### src/rtl/uart_tx_arb.sv
`default_nettype none
// =============================================================================
// Module : uart_tx_arb
// Round-robin packet arbiter sharing a single uart_tx byte buffer among requesters.
// Rev    : 1.0
// =============================================================================

module uart_tx_arb #(
    parameter int NUM_REQ     = 4,
    parameter int TIMEOUT_CYC = 1024
) (
    input  logic                 clk,
    input  logic                 rst_n,
    input  logic [NUM_REQ-1:0]   req_valid_i,
    input  logic [8*NUM_REQ-1:0] req_data_i,
    input  logic [NUM_REQ-1:0]   req_last_i,
    output logic [NUM_REQ-1:0]   req_ready_o,
    input  logic                 tx_full_i,
    output logic [7:0]           tx_data_o,
    output logic                 tx_write_o,
    output logic [NUM_REQ-1:0]   grant_o,
    output logic                 busy_o,
    output logic                 timeout_o
);

    localparam int          IDX_W      = $clog2(NUM_REQ);
    localparam logic [15:0] IDLE_LIMIT = 16'(TIMEOUT_CYC - 1);

    typedef enum logic [0:0] {
        IDLE = 1'b0,
        XFER = 1'b1
    } state_t;

    state_t             state;
    state_t             state_nxt;
    logic [NUM_REQ-1:0] grant_nxt;
    logic [IDX_W-1:0]   last_grant;
    logic [IDX_W-1:0]   last_grant_nxt;
    logic [15:0]        idle_cnt;
    logic [15:0]        idle_cnt_nxt;
    logic               timeout_nxt;

    logic [IDX_W-1:0]   gidx;
    logic [IDX_W-1:0]   winner;
    logic [IDX_W-1:0]   cand;
    logic               win_found;
    logic               valid_g;
    logic               accept;
    logic               accept_last;

    // Owner index and byte mux; data reads zero whenever nobody holds the grant.
    always_comb begin
        gidx      = '0;
        tx_data_o = 8'h00;
        for (int k = 0; k < NUM_REQ; k++) begin
            if (grant_o[k]) begin
                gidx      = IDX_W'(k);
                tx_data_o = req_data_i[8*k +: 8];
            end
        end
    end

    assign req_ready_o = (state == XFER && !tx_full_i) ? grant_o : '0;
    assign tx_write_o  = |(req_valid_i & req_ready_o);
    assign accept      = tx_write_o;
    assign valid_g     = req_valid_i[gidx];
    assign accept_last = accept & req_last_i[gidx];
    assign busy_o      = (state == XFER);

    // Search starts one past the previous owner; the final pass (i = NUM_REQ)
    // wraps back onto the previous owner itself.
    always_comb begin
        winner    = last_grant;
        win_found = 1'b0;
        cand      = '0;
        for (int i = 1; i <= NUM_REQ; i++) begin
            cand = last_grant + IDX_W'(i);
            if (!win_found && req_valid_i[cand]) begin
                winner    = cand;
                win_found = 1'b1;
            end
        end
    end

    always_comb begin
        state_nxt      = state;
        grant_nxt      = grant_o;
        last_grant_nxt = last_grant;
        idle_cnt_nxt   = idle_cnt;
        timeout_nxt    = 1'b0;
        case (state)
            IDLE: begin
                if (win_found) begin
                    state_nxt         = XFER;
                    grant_nxt         = '0;
                    grant_nxt[winner] = 1'b1;
                    last_grant_nxt    = winner;
                    idle_cnt_nxt      = '0;
                end
            end
            XFER: begin
                if (accept) begin
                    idle_cnt_nxt = '0;
                    if (accept_last) begin
                        state_nxt = IDLE;
                        grant_nxt = '0;
                    end
                end else if (!valid_g) begin
                    // A stalled owner is only charged for cycles it has nothing to offer.
                    if (idle_cnt == IDLE_LIMIT) begin
                        timeout_nxt  = 1'b1;
                        state_nxt    = IDLE;
                        grant_nxt    = '0;
                        idle_cnt_nxt = '0;
                    end else begin
                        idle_cnt_nxt = idle_cnt + 16'd1;
                    end
                end
            end
            default: begin
                state_nxt = IDLE;
                grant_nxt = '0;
            end
        endcase
    end

    always_ff @(posedge clk or negedge rst_n) begin
        if (!rst_n) begin
            state      <= IDLE;
            grant_o    <= '0;
            last_grant <= IDX_W'(NUM_REQ - 1);
            idle_cnt   <= '0;
            timeout_o  <= 1'b0;
        end else begin
            state      <= state_nxt;
            grant_o    <= grant_nxt;
            last_grant <= last_grant_nxt;
            idle_cnt   <= idle_cnt_nxt;
            timeout_o  <= timeout_nxt;
        end
    end

endmodule

`default_nettype wire

### config.mk
export PLATFORM = sky130hd
export DESIGN_NAME = uart_tx_arb
export DESIGN_NICKNAME = d
export VERILOG_FILES = /design/src/rtl/uart_tx_arb.sv
export SDC_FILE = /design/constraint.sdc
export NUM_CORES = 1
export LEC_CHECK = 0
export ABC_AREA = 1
export ABC_CLOCK_PERIOD_IN_PS = 1800
export CAP_MARGIN = 20
export CORE_AREA = 2 2 77 79
export DETAILED_ROUTE_END_ITERATION = 12
export DIE_AREA = 0 0 79 81
export GPL_TIMING_DRIVEN = 0
export PLACE_DENSITY = 0.7
export RECOVER_POWER = 100
export SLEW_MARGIN = 40
export SYNTH_ARGS = -nofsm -noshare
export SYNTH_HDL_FRONTEND = slang
export SYNTH_SLANG_ARGS = --single-unit
### constraint.sdc
create_clock -name clk -period 1.8 [get_ports clk]
set_input_delay 0.54 -clock clk [delete_from_list [all_inputs] [get_ports clk]]
set_output_delay 0.54 -clock clk [all_outputs]
set_load 0.005 [all_outputs]
-- Yosys cells after proc, flatten, opt, wreduce, memory -nomap -nowiden
Cells that the tools add are included.
- word-level logic and storage cells: 88
- register bits after elaboration: 24
- magnitude comparators: 7
- add/subtract/negate cells: 4
- muxes and demuxes: 51
- equal/unequal tests: 5
- reductions and logical operators: 13
- bitwise operators: 3
- operators with widths (kind ; number):
    $mux 16 ; 4
    $mux 8 ; 4
    $pmux 16 s2 ; 1
    $mux 4 ; 6
    $mux 1 ; 21
    $lt 2x3->1 const B ; 6
    $add 16x1->16 const B ; 1
    $eq 16x10->1 const B ; 1
    $bmux 1 s2 ; 6
    $mux 2 ; 6
    $pmux 4 s2 ; 1
    $ne 3x2->1 const B ; 2
    $logic_and 1x1->1 ; 5
    $add 2x2->2 const B ; 2
    $and 4x4->4 ; 1
    $logic_not 1->1 ; 4
    $reduce_and 2->1 ; 2
    $reduce_and 4->1 ; 1
    $reduce_or 4->1 ; 1
    $ne 3x1->1 const B ; 1
    $add 2x1->2 const B ; 1
    $demux 1 s2 ; 1
    $ge 2x1->1 const B ; 1
    $ne 2x2->1 const B ; 1
    other kinds (3) ; 3

-- Logic depth before layout (Yosys ltp)
Gate-level depths: netlist of run 1.
- depth in word-level cells: 19
- gate-level depth with buffers: 14
- gate-level depth less buffers: 12

-- Worst setup path after synthesis of run 1
Ideal clock, no wire load.
- path kind: register to output
- start point: reg grant_o[1]
- end point: out tx_data_o[6]
- path slack: -0.071 ns
- data arrival time: 1.331 ns
- cell stages (with the launch flop): 8
- path through: dfrtp_1 > buf_4 > inv_1 > clkbuf_1 > nand3_1 > a21oi_1 > a21oi_1 > o21ai_0
- word-level cells in the longest chain between the ends: 3
- ends and longest elaborated chain (what ; line ; text):
    from (decl) ; 21 ; output logic [NUM_REQ-1:0] grant_o,
    from (signal assigned) ; 136 ; grant_o <= grant_nxt;
    $mux 8 (3 in series) ; 56 ; if (grant_o[k]) begin
    to (decl) ; 19 ; output logic [7:0] tx_data_o,
Every way passes these cells.

-- Worst setup path in the final report of run 1
- start point: reg grant_o[1]
- end point: out tx_write_o
- word-level cells in the longest chain between the ends: 3
- ends and longest elaborated chain (what ; line ; text):
    $mux 4 ; 63 ; assign req_ready_o = (state == XFER && !tx_full_i) ? grant_o : '0;
    $and 4x4->4 ; 64 ; assign tx_write_o = |(req_valid_i & req_ready_o);
    $reduce_or 4->1 ; 64 ;
    to (decl) ; 20 ; output logic tx_write_o,
Every way passes these cells.

==> results.ini, run 1 <==
[timing]
setup_ws_ns = -0.260
fin_crit_sh = 1.14
finClkSkew_ns = 0.00384
setup_viol = 33
worstMarginPinSlew_ns = 1.34
grt_setup_unrepaired = yes
drv_slew = 0
hold_violations = 0
min_period_ns = 2.06
relSlewSlack = 0.108
fmax_ghz = 0.485

[hold_path]
hold_path_class = input port to async pin

[global_route]
grt.met2_usage = 0.450
grt_overflow_total = 0
top_usage_layer = met2
grt_pass1_wl_mm = 12.7
grt_use_total = 0.248
grt_max_degree = 25
met3_usage = 0.0367
antenna_found_initial = 0
grt.met1_usage = 0.318
grt_pass1_vias = 2626

[route]
wl_mm = 8.54
vias_per_cell = 5.28
route.vias.total = 2870
firstDrtPassIters = 4
wl_per_cell_microns = 15.7
route.detailed.drc = 0
drtIter0Drc = 146
ant_nets = 0

[power_and_ir_drop]
irDropWorstVdd_mv = 1.03
p_leak_nw = 1.77
powerDensity_nw_per_um2 = 1410

[clock_network]
cts_tree = built
clkTransAtPathRegs_ns = 0.09
clk_latency_ns = 0.27
clock-sinks = 24
htree_levels = 1
ctsRootBufferMaster = clkbuf_8
cts_buffers = 3
clock_tree.buffer_depth = 2
hold_buffers = 0

[setup_path]
cp_slowest_cell = dfrtp_1
cp_data_required_time_ns = 1.26
cp.arrival_ns = 1.52
cp-end-kind = primary output
r2r_slack_ns = -0.15
critPathMaxStageDelay_ns = 0.40
r2r_end = grant_o[2]$_DFFE_PN0P_
crit_fanout = 3
reg2regPathDepth = 13
crit_type = flip-flop to primary output
crit_path_frequent_cell = buf_6
rr_startpoint = grant_o[1]$_DFFE_PN0P_
startpoint_type = flip-flop
path_cells = buf_6 > buf_4 > nand3_2 > nand2_2 > nor2_4 > inv_2 > buf_6 > buf_6

[yosys]
ys_types = 29
avgSynthCellArea_sq_um = 6.12
ys_ff_latch = 24
synthCells = 356
syn_area_sq_um = 2180
synth_nets = 400
yosysWarnings = 0
synth_seq_area_share = 0.277

[die]
core_area_sq_um = 5680
start_util = 0.384
die_x_microns = 79
dieArea_sq_um = 6400
rows = 28
ioPinCount = 62
dieHeight_microns = 81

[placement]
port_buffers = 61
pre_cts_ws_ns = -0.863
dpl.hpwl_mm = 4.97
gp_congestion = 0.872
dp_cells = 492

[layout]
drive_above_1_share = 0.392
fin_util = 0.664
nets = 514
layout_common_cells = 76 x nand2_1, 37 x nand3_1, 35 x buf_4
stdcell_count = 544
layout_commonest_cell = nand2_1
n_antenna_cell = 0
areaGrowthSynthToFinish_pct = 72.9

[job]
maxCapViolCount = 0

[status]
outcome = finished, violations left
failed_checks = setup timing

[critical path, delay by kind of cell, from the launching register on]
| family | cells | cell delay [ns] |
|---|---|---|
| buf+inv | 5 | 0.55 |
| flops | 1 | 0.40 |
| simple gates | 3 | 0.29 |
[cell families after synthesis]
| group | after synthesis | synth area share |
|---|---|---|
| AO/OA/AOI/OAI | 57 | 0.145 |
| XOR/XNOR | 2 | 0.00804 |
| adder cells (fa/ha/maj) | 1 | 0.00574 |
| buffers and inverters | 49 | 0.106 |
| flip-flops | 24 | 0.277 |
| AND/OR/NAND/NOR | 223 | 0.458 |
[power by group]
| part | switching [W] | leakage [nW] | internal (W) |
|---|---|---|---|
| logic | 0.00220 | 1.41 | 0.00187 |
| registers | 0.0000933 | 0.318 | 0.000648 |
| clock network | 0.000190 | 0.0357 | 0.000298 |
[cell usage after synthesis]
cell type / count / area (sq um)
nand2_4: 2 / 22.5
nand3_1: 50 / 250
buf_1: 1 / 3.75
buf_6: 4 / 45.0
nor2_1: 28 / 105
buf_4: 2 / 15.0
nand2_2: 4 / 25.0
clkbuf_1: 4 / 15.0
nand2_1: 110 / 413
inv_2: 2 / 7.51
a21oi_1: 23 / 115
inv_4: 2 / 12.5
xor2_1: 2 / 17.5
nor4_1: 3 / 18.8
nor2_2: 2 / 12.5
ha_1: 1 / 12.5
dfrtp_1: 22 / 551
o21bai_1: 2 / 15.0
nor2_4: 2 / 22.5
nand4_1: 10 / 62.6
o21ai_2: 7 / 61.3
inv_1: 31 / 116
nor3_1: 10 / 50.1
o21ai_0: 21 / 105
o21ai_1: 4 / 20.0
nand3_2: 1 / 10.0
dfstp_2: 2 / 52.6
or2_2: 1 / 6.26
buf_2: 3 / 15.0
[metal layers]
metal | vias up | wire, microns
li1 | 1407 | -
met1 | 1335 | 3550
met2 | 109 | 4310
met3 | 19 | 521
met4 | 0 | 163
met5 | - | 0
[metrics by stage]
step,hold WS [ns],total power [W],setup TNS (ns),cell area (sq um)
after floorplan,0.244,0.00218,0,2180
after global placement,0.529,0.00284,-21.90,2880
after detailed placement,0.534,0.00287,-19.20,2880
after CTS,0.262,0.00454,-2.37,3470
after global routing,0.624,0.00561,-7.19,3770
final,0.542,0.00530,-4.38,3770
[state kept, by name, indices dropped and copies added (netlist names)]
register,cells
timeout_o,1
busy_o,1
grant_o,4
idle_cnt,16
last_grant,2
[worst max path at each step]
stage                              startpoint                        to  slack (ns)  depth (start not counted)
finish                 grant_o[1]$_DFFE_PN0P_                tx_write_o       -0.26                          8
global route           grant_o[1]$_DFFE_PN0P_              tx_data_o[3]       -0.34                          8
CTS                    grant_o[1]$_DFFE_PN0P_              tx_data_o[4]       -0.25                          8
detailed placement                  tx_full_i                tx_write_o       -0.86                          8
global placement                    tx_full_i                tx_write_o       -0.86                          8
floorplan           last_grant[0]$_DFFE_PN1P_  idle_cnt[15]$_DFFE_PN0P_       0.004                         14
[layout make-up]
class	count	area, sq um
multi-input combinational	283	1730
tap	75	93.8
timing repair inverter	1	6.26
timing repair buffer	108	960
fill	464	1910
buffer	14	153
sequential	24	604
clock buffer	3	41.3
clock inverter	1	30.0
inverter	35	154
[timing repair]
action / in CTS / in global routing
endpoints found under the setup margin: 38 / 39
gates cloned: 5 / 0
gates resized for setup: 173 / 65
pin swaps: 30 / 24
setup buffers: 32 / 13
Note: power is estimated with default switching activity, not from simulation.
==> run 2: changes to the inputs <==
--- a/config.mk
+++ b/config.mk
@@ -11,6 +11,7 @@
 export CORE_AREA = 2 2 77 79
 export DETAILED_ROUTE_END_ITERATION = 12
 export DIE_AREA = 0 0 79 81
+export GPL_ROUTABILITY_DRIVEN = 0
 export GPL_TIMING_DRIVEN = 0
 export PLACE_DENSITY = 0.7
 export RECOVER_POWER = 100
==> run 2 against run 1 <==
Net effect: the flow still finishes with violations (setup timing); via count decreased by 0.73%; sequential share of layout area decreased by 0.13 points; core utilization increased by 0.53 points; count of clock-buffer cells in the layout increased by 1; hold slack improved by 0.0052 ns; sequential power decreased by 1%; first-iteration DRC count decreased by 21%; maximum frequency decreased by 0.62%; combinational power increased by 5.4%; clock skew increased by 0.0025 ns; global-route usage decreased by 1.1 points; clock power decreased by 21%.
==> results.ini, run 2 (synthesized netlist as in run 1, its figures left out) <==
[die]
dieArea_sq_um = 6400  ; unchanged
core_area_sq_um = 5680  ; unchanged
die_x_microns = 79  ; unchanged
start_util = 0.384  ; unchanged
ioPinCount = 62  ; unchanged
dieHeight_microns = 81  ; unchanged
rows = 28  ; unchanged

[global_route]
grt_overflow_total = 0  ; unchanged
grt_use_total = 0.237  ; was 0.248
grt_pass1_vias = 2620  ; was 2626
grt_pass1_wl_mm = 12.1  ; was 12.7 mm
antenna_found_initial = 0  ; unchanged
grt_max_degree = 25  ; unchanged

[layout]
fill_cells = 473  ; was 464
layout_commonest_cell = nand2_1  ; unchanged
largest_reg_flops = 16  ; unchanged
areaGrowthSynthToFinish_pct = 74.3  ; was 72.9%
regMostFlops = idle_cnt  ; unchanged
n_antenna_cell = 0  ; unchanged
drive_above_1_share = 0.418  ; was 0.392
stdcell_count = 541  ; was 544
reg.largest.list = idle_cnt (16), grant_o (4), last_grant (2)  ; unchanged
nets = 511  ; was 514
layout_common_cells = 65 x nand2_1, 35 x nand3_1, 30 x nand2_2  ; was 76 x nand2_1, 37 x nand3_1, 35 x buf_4
fin_util = 0.669  ; was 0.664

[clock_network]
ctsRootBufferMaster = clkbuf_8  ; unchanged
cts_buffers = 3  ; unchanged
clock-sinks = 24  ; unchanged
clock_tree.buffer_depth = 2  ; unchanged
clk_latency_ns = 0.28  ; was 0.27 ns
clkTransAtPathRegs_ns = 0.09  ; about the same
hold_buffers = 0  ; unchanged
cts_tree = built  ; unchanged
htree_levels = 1  ; unchanged

[setup_path]
cp_data_required_time_ns = 1.26  ; about the same
r2r_end = idle_cnt[15]$_DFFE_PN0P_  ; was grant_o[2]$_DFFE_PN0P_
rr_startpoint = last_grant[0]$_DFFE_PN1P_  ; was grant_o[1]$_DFFE_PN0P_
startpoint_type = flip-flop  ; unchanged
crit_type = flip-flop to primary output  ; unchanged
reg2regPathDepth = 14  ; was 13
cp-end-kind = primary output  ; unchanged
cp.arrival_ns = 1.53  ; was 1.52 ns
r2r_slack_ns = -0.13  ; was -0.15 ns
crit_fanout = 8  ; was 3

[timing]
fin_crit_sh = 1.15  ; was 1.14
worstMarginPinSlew_ns = 1.36  ; was 1.34 ns
finClkSkew_ns = 0.00633  ; was 0.00384 ns
relSlewSlack = 0.0911  ; was 0.108
min_period_ns = 2.07  ; was 2.06 ns
drv_slew = 0  ; unchanged
setup_ws_ns = -0.273  ; was -0.260 ns
setup_viol = 34  ; was 33
hold_violations = 0  ; unchanged
fmax_ghz = 0.482  ; was 0.485 GHz
grt_setup_unrepaired = yes  ; unchanged

[route]
firstDrtPassIters = 4  ; unchanged
vias_per_cell = 5.27  ; was 5.28
route.detailed.drc = 0  ; unchanged
wl_per_cell_microns = 15.0  ; was 15.7 microns
drtIter0Drc = 115  ; was 146
wl_mm = 8.13  ; was 8.54 mm
route.vias.total = 2849  ; was 2870
ant_nets = 0  ; unchanged

[power_and_ir_drop]
powerDensity_nw_per_um2 = 1420  ; was 1410 nW/um^2
finalPower_w = 0.00541  ; was 0.00530 W
p_leak_nw = 1.77  ; about the same
irDropWorstVdd_mv = 1.01  ; was 1.03 mV

[placement]
pre_cts_ws_ns = -0.861  ; was -0.863 ns
port_buffers = 61  ; unchanged
dpl.hpwl_mm = 4.88  ; was 4.97 mm
dp_cells = 492  ; unchanged

[job]
maxCapViolCount = 0  ; unchanged

[hold_path]
hold_path_class = input port to async pin  ; unchanged

[status]
failed_checks = setup timing  ; unchanged
outcome = finished, violations left  ; unchanged

## run 2: cell count changes in the layout (fill, tap and decap cells not counted), moves of 3 or more
cell	before	now
nand2_2	21	30
dlygate4sd2_1	11	8
buf_4	35	29
nand2_1	76	65
dlymetal6s2s_1	1	4
## run 2: layout make-up
cell class,instances,area [sq um],area share
flip-flops and latches,24,604,0.159
clock buffers,4,55.1,0.0145
repair buffers,106,960,0.253
inverters,35,164,0.0432
multi-input cells,283,1770,0.465
plain buffers,14,155,0.0409
well taps,75,93.8,0.0247
## run 2: critical path, cell delays in order (launching register included)
cell	delay (ns)
dfrtp_1	0.39
buf_6	0.13
inv_4	0.05
buf_8	0.11
buf_6	0.10
nand3_2	0.05
a21oi_2	0.14
a21oi_2	0.05
o21ai_1	0.11
buf_2	0.12
## run 2: through the flow
stage / area, sq um / setup TNS, ns / hold slack [ns]
floorplan: 2180 / 0 / 0.244
global placement: 2880 / -22.08 / 0.531
detailed placement: 2880 / -19.89 / 0.537
CTS: 3340 / -2.81 / 0.265
global route: 3800 / -6.58 / 0.634
finish: 3800 / -3.89 / 0.547
## run 2: worst max path at each step
stage                                          from                        to  slack, ns  cells past startpoint
final                        grant_o[1]$_DFFE_PN0P_              tx_data_o[4]      -0.27                      9
after floorplan           last_grant[0]$_DFFE_PN1P_  idle_cnt[15]$_DFFE_PN0P_      0.004                     14
after CTS                    grant_o[1]$_DFFE_PN0P_              tx_data_o[4]      -0.32                      9
after global routing         grant_o[1]$_DFFE_PN0P_              tx_data_o[3]      -0.34                      9
after detailed placement                  tx_full_i                tx_write_o      -0.86                      8
after global placement                    tx_full_i                tx_write_o      -0.87                      8
## run 2: layer usage
metal	track usage	wire (microns)	up-vias
met1	0.296	3370	1341
met2	0.422	4090	96
met5	0	0	-
li1	-	-	1393
met3	0.0267	470	19
met4	0.0879	196	0
## run 2: where the power goes
group / leakage [nW] / switching [W] / internal [W] / total (W)
sequential: 0.318 / 0.0000852 / 0.000648 / 0.000733
clock: 0.0288 / 0.000189 / 0.000196 / 0.000385
combinational: 1.42 / 0.00230 / 0.00199 / 0.00429
total: 1.77 / 0.00257 / 0.00283 / 0.00541
## run 2: repair_timing
action | in CTS | in global routing
pin swaps | 33 | 49
gates resized for setup | 156 | 113
buffers inserted | 29 | 17
endpoints found under the setup margin | 37 | 39
cloned | 2 | 1
==> run 3: changes to the inputs <==
--- a/config.mk
+++ b/config.mk
@@ -8,12 +8,12 @@
 export ABC_AREA = 1
 export ABC_CLOCK_PERIOD_IN_PS = 1800
 export CAP_MARGIN = 20
-export CORE_AREA = 2 2 77 79
+export CORE_AREA = 2 2 74 76
 export DETAILED_ROUTE_END_ITERATION = 12
-export DIE_AREA = 0 0 79 81
+export DIE_AREA = 0 0 76 78
 export GPL_ROUTABILITY_DRIVEN = 0
 export GPL_TIMING_DRIVEN = 0
-export PLACE_DENSITY = 0.7
+export PLACE_DENSITY = 0.76
 export RECOVER_POWER = 100
 export SLEW_MARGIN = 40
 export SYNTH_ARGS = -nofsm -noshare
==> run 3 against run 2 <==
Net effect: the run still ends with setup timing left; register-to-register slack worse by 0.19 ns; count of clock-buffer cells in the layout is 1 lower; via count is 3.2% higher; clock power is 31% higher; largest cell class unchanged; die area is 7.4% lower; critical path depth stayed put; first-iteration DRC count is 39% higher; non-clock buffer count is 6 lower; highest routed layer unchanged; final cell count is 2.0% lower; setup slack worse by 0.17 ns; critical path type unchanged; core utilization is 5.2 points higher.
==> results.ini, run 3 (synthesized netlist as in run 1, its figures left out) <==
[die]
start_util = 0.432  ; was 0.384
die_x_microns = 76  ; was 79 microns
dieHeight_microns = 78  ; was 81 microns
ioPinCount = 62  ; unchanged
rows = 26  ; was 28
dieArea_sq_um = 5930  ; was 6400 sq um
core_area_sq_um = 5040  ; was 5680 sq um

[route]
vias_per_cell = 5.55  ; was 5.27
route.vias.total = 2940  ; was 2849
ant_nets = 0  ; unchanged
drtIter0Drc = 160  ; was 115
wl_mm = 8.90  ; was 8.13 mm
wl_per_cell_microns = 16.8  ; was 15.0 microns
route.detailed.drc = 0  ; unchanged
firstDrtPassIters = 5  ; was 4

[power_and_ir_drop]
powerDensity_nw_per_um2 = 1330  ; was 1420 nW/um^2
p_leak_nw = 1.64  ; was 1.77 nW
irDropWorstVdd_mv = 0.751  ; was 1.01 mV

[timing]
relSlewSlack = 0.105  ; was 0.0911
grt_setup_unrepaired = yes  ; unchanged
fmax_ghz = 0.446  ; was 0.482 GHz
worstMarginPinSlew_ns = 1.34  ; was 1.36 ns
finClkSkew_ns = 0.00137  ; was 0.00633 ns
setup_viol = 35  ; was 34
hold_violations = 0  ; unchanged
setup-tns-final_ns = -8.53  ; was -3.89 ns
fin_crit_sh = 1.25  ; was 1.15
min_period_ns = 2.24  ; was 2.07 ns
drv_slew = 0  ; unchanged
setup_ws_ns = -0.442  ; was -0.273 ns

[clock_network]
clk_latency_ns = 0.28  ; about the same
clkTransAtPathRegs_ns = 0.10  ; was 0.09 ns
clock_tree.buffer_depth = 2  ; unchanged
htree_levels = 1  ; unchanged
cts_buffers = 3  ; unchanged
cts_tree = built  ; unchanged
clock-sinks = 24  ; unchanged
ctsRootBufferMaster = clkbuf_8  ; unchanged

[setup_path]
r2r_end = idle_cnt[15]$_DFFE_PN0P_  ; unchanged
crit_fanout = 3  ; was 8
path_cells = buf_6 > inv_4 > buf_8 > buf_6 > nand3_1 > a21oi_2 > a21oi_1 > o21ai_1 > buf_2  ; was buf_6 > inv_4 > buf_8 > buf_6 > nand3_2 > a21oi_2 > a21oi_2 > o21ai_1 > buf_2
reg2regPathDepth = 12  ; was 14
startpoint_type = flip-flop  ; unchanged
cp_data_required_time_ns = 1.26  ; about the same
crit_path_frequent_cell = buf_6
rr_startpoint = grant_o[1]$_DFFE_PN0P_  ; was last_grant[0]$_DFFE_PN1P_
cp.arrival_ns = 1.70  ; was 1.53 ns
crit_family = buffers and inverters  ; unchanged
cp-end-kind = primary output  ; unchanged
r2r_slack_ns = -0.32  ; was -0.13 ns
critPathMaxStageDelay_ns = 0.40  ; was 0.39 ns
critPathBufInv = 5  ; unchanged
crit_type = flip-flop to primary output  ; unchanged
cp_slowest_cell = dfrtp_1  ; unchanged

[placement]
port_buffers = 61  ; unchanged
pre_cts_ws_ns = -0.842  ; was -0.861 ns
dpl-instance-area_sq_um = 2870  ; was 2880 sq um
dpl.hpwl_mm = 5.03  ; was 4.88 mm

[global_route]
grt_use_total = 0.257  ; was 0.237
antenna_found_initial = 0  ; unchanged
grt_overflow_total = 0  ; unchanged
grt_max_degree = 25  ; unchanged
grt_pass1_vias = 2740  ; was 2620
grt_pass1_wl_mm = 12.6  ; was 12.1 mm

[layout]
regMostFlops = idle_cnt  ; unchanged
stdcell_area_sq_um = 3630  ; was 3800 sq um
fin_util = 0.721  ; was 0.669
areaGrowthSynthToFinish_pct = 66.8  ; was 74.3%
layout_commonest_cell = nand2_1  ; unchanged
layout_common_cells = 86 x nand2_1, 38 x clkdlybuf4s50_1, 32 x nand3_1  ; was 65 x nand2_1, 35 x nand3_1, 30 x nand2_2
n_antenna_cell = 0  ; unchanged
largest_reg_flops = 16  ; unchanged
fill_cells = 370  ; was 473
nets = 505  ; was 511
drive_above_1_share = 0.357  ; was 0.418
reg.largest.list = idle_cnt (16), grant_o (4), last_grant (2)  ; unchanged

[status]
failed_checks = setup timing  ; unchanged
outcome = finished, violations left  ; unchanged

[hold_path]
hold_path_class = input port to async pin  ; unchanged

[job]
maxCapViolCount = 0  ; unchanged

run 3: report_power, final:
group | internal [W] | switching, W | total (W)
Clock | 0.000299 | 0.000207 | 0.000506
Sequential | 0.000648 | 0.0000844 | 0.000733
Combinational | 0.00156 | 0.00204 | 0.00361
Total | 0.00251 | 0.00233 | 0.00484
run 3: worst max path at each step:
stage,slack [ns],cells after the start,endpoint,startpoint
after floorplan,0.004,14,idle_cnt[15]$_DFFE_PN0P_,last_grant[0]$_DFFE_PN1P_
after global placement,-0.84,8,tx_write_o,tx_full_i
after detailed placement,-0.84,8,tx_write_o,tx_full_i
after CTS,-0.33,9,tx_data_o[0],grant_o[1]$_DFFE_PN0P_
after global routing,-0.50,9,tx_data_o[0],grant_o[1]$_DFFE_PN0P_
final,-0.44,9,tx_data_o[0],grant_o[1]$_DFFE_PN0P_
run 3: stage by stage:
step                      hold slack (ns)  std cells  power, W
after floorplan                     0.244        356   0.00218
after global placement              0.527        487   0.00282
after detailed placement            0.533        487   0.00286
after CTS                           0.254        516   0.00378
after global routing                0.620        530   0.00512
final                               0.531        530   0.00484
run 3: what timing repair did:
action / 4_1_cts / 5_1_grt
gates cloned: 2 / 0
pin swaps: 27 / 29
resized for setup: 120 / 89
hold buffers: 0 / 0
endpoints found under the setup margin: 37 / 38
hold endpoints to repair: 0 / 0
buffers inserted: 23 / 16
run 3: routing by layer:
layer	global-route usage	wire, microns	vias to the layer above	part of all wire
li1	-	-	1384	-
met2	0.460	4530	141	0.51
met4	0.0818	221	0	0.025
met3	0.0291	536	21	0.060
met5	0	0	-	0
met1	0.325	3620	1394	0.41
run 3: final cells by class:
class	count	area, sq um	share of cell area
clock inverter	1	30.0	0.00826
buffer	13	116	0.0320
multi-input combinational	283	1670	0.459
tap	70	87.6	0.0241
sequential	24	604	0.166
timing repair buffer	101	930	0.256
clock buffer	3	41.3	0.0114
inverter	35	156	0.0430
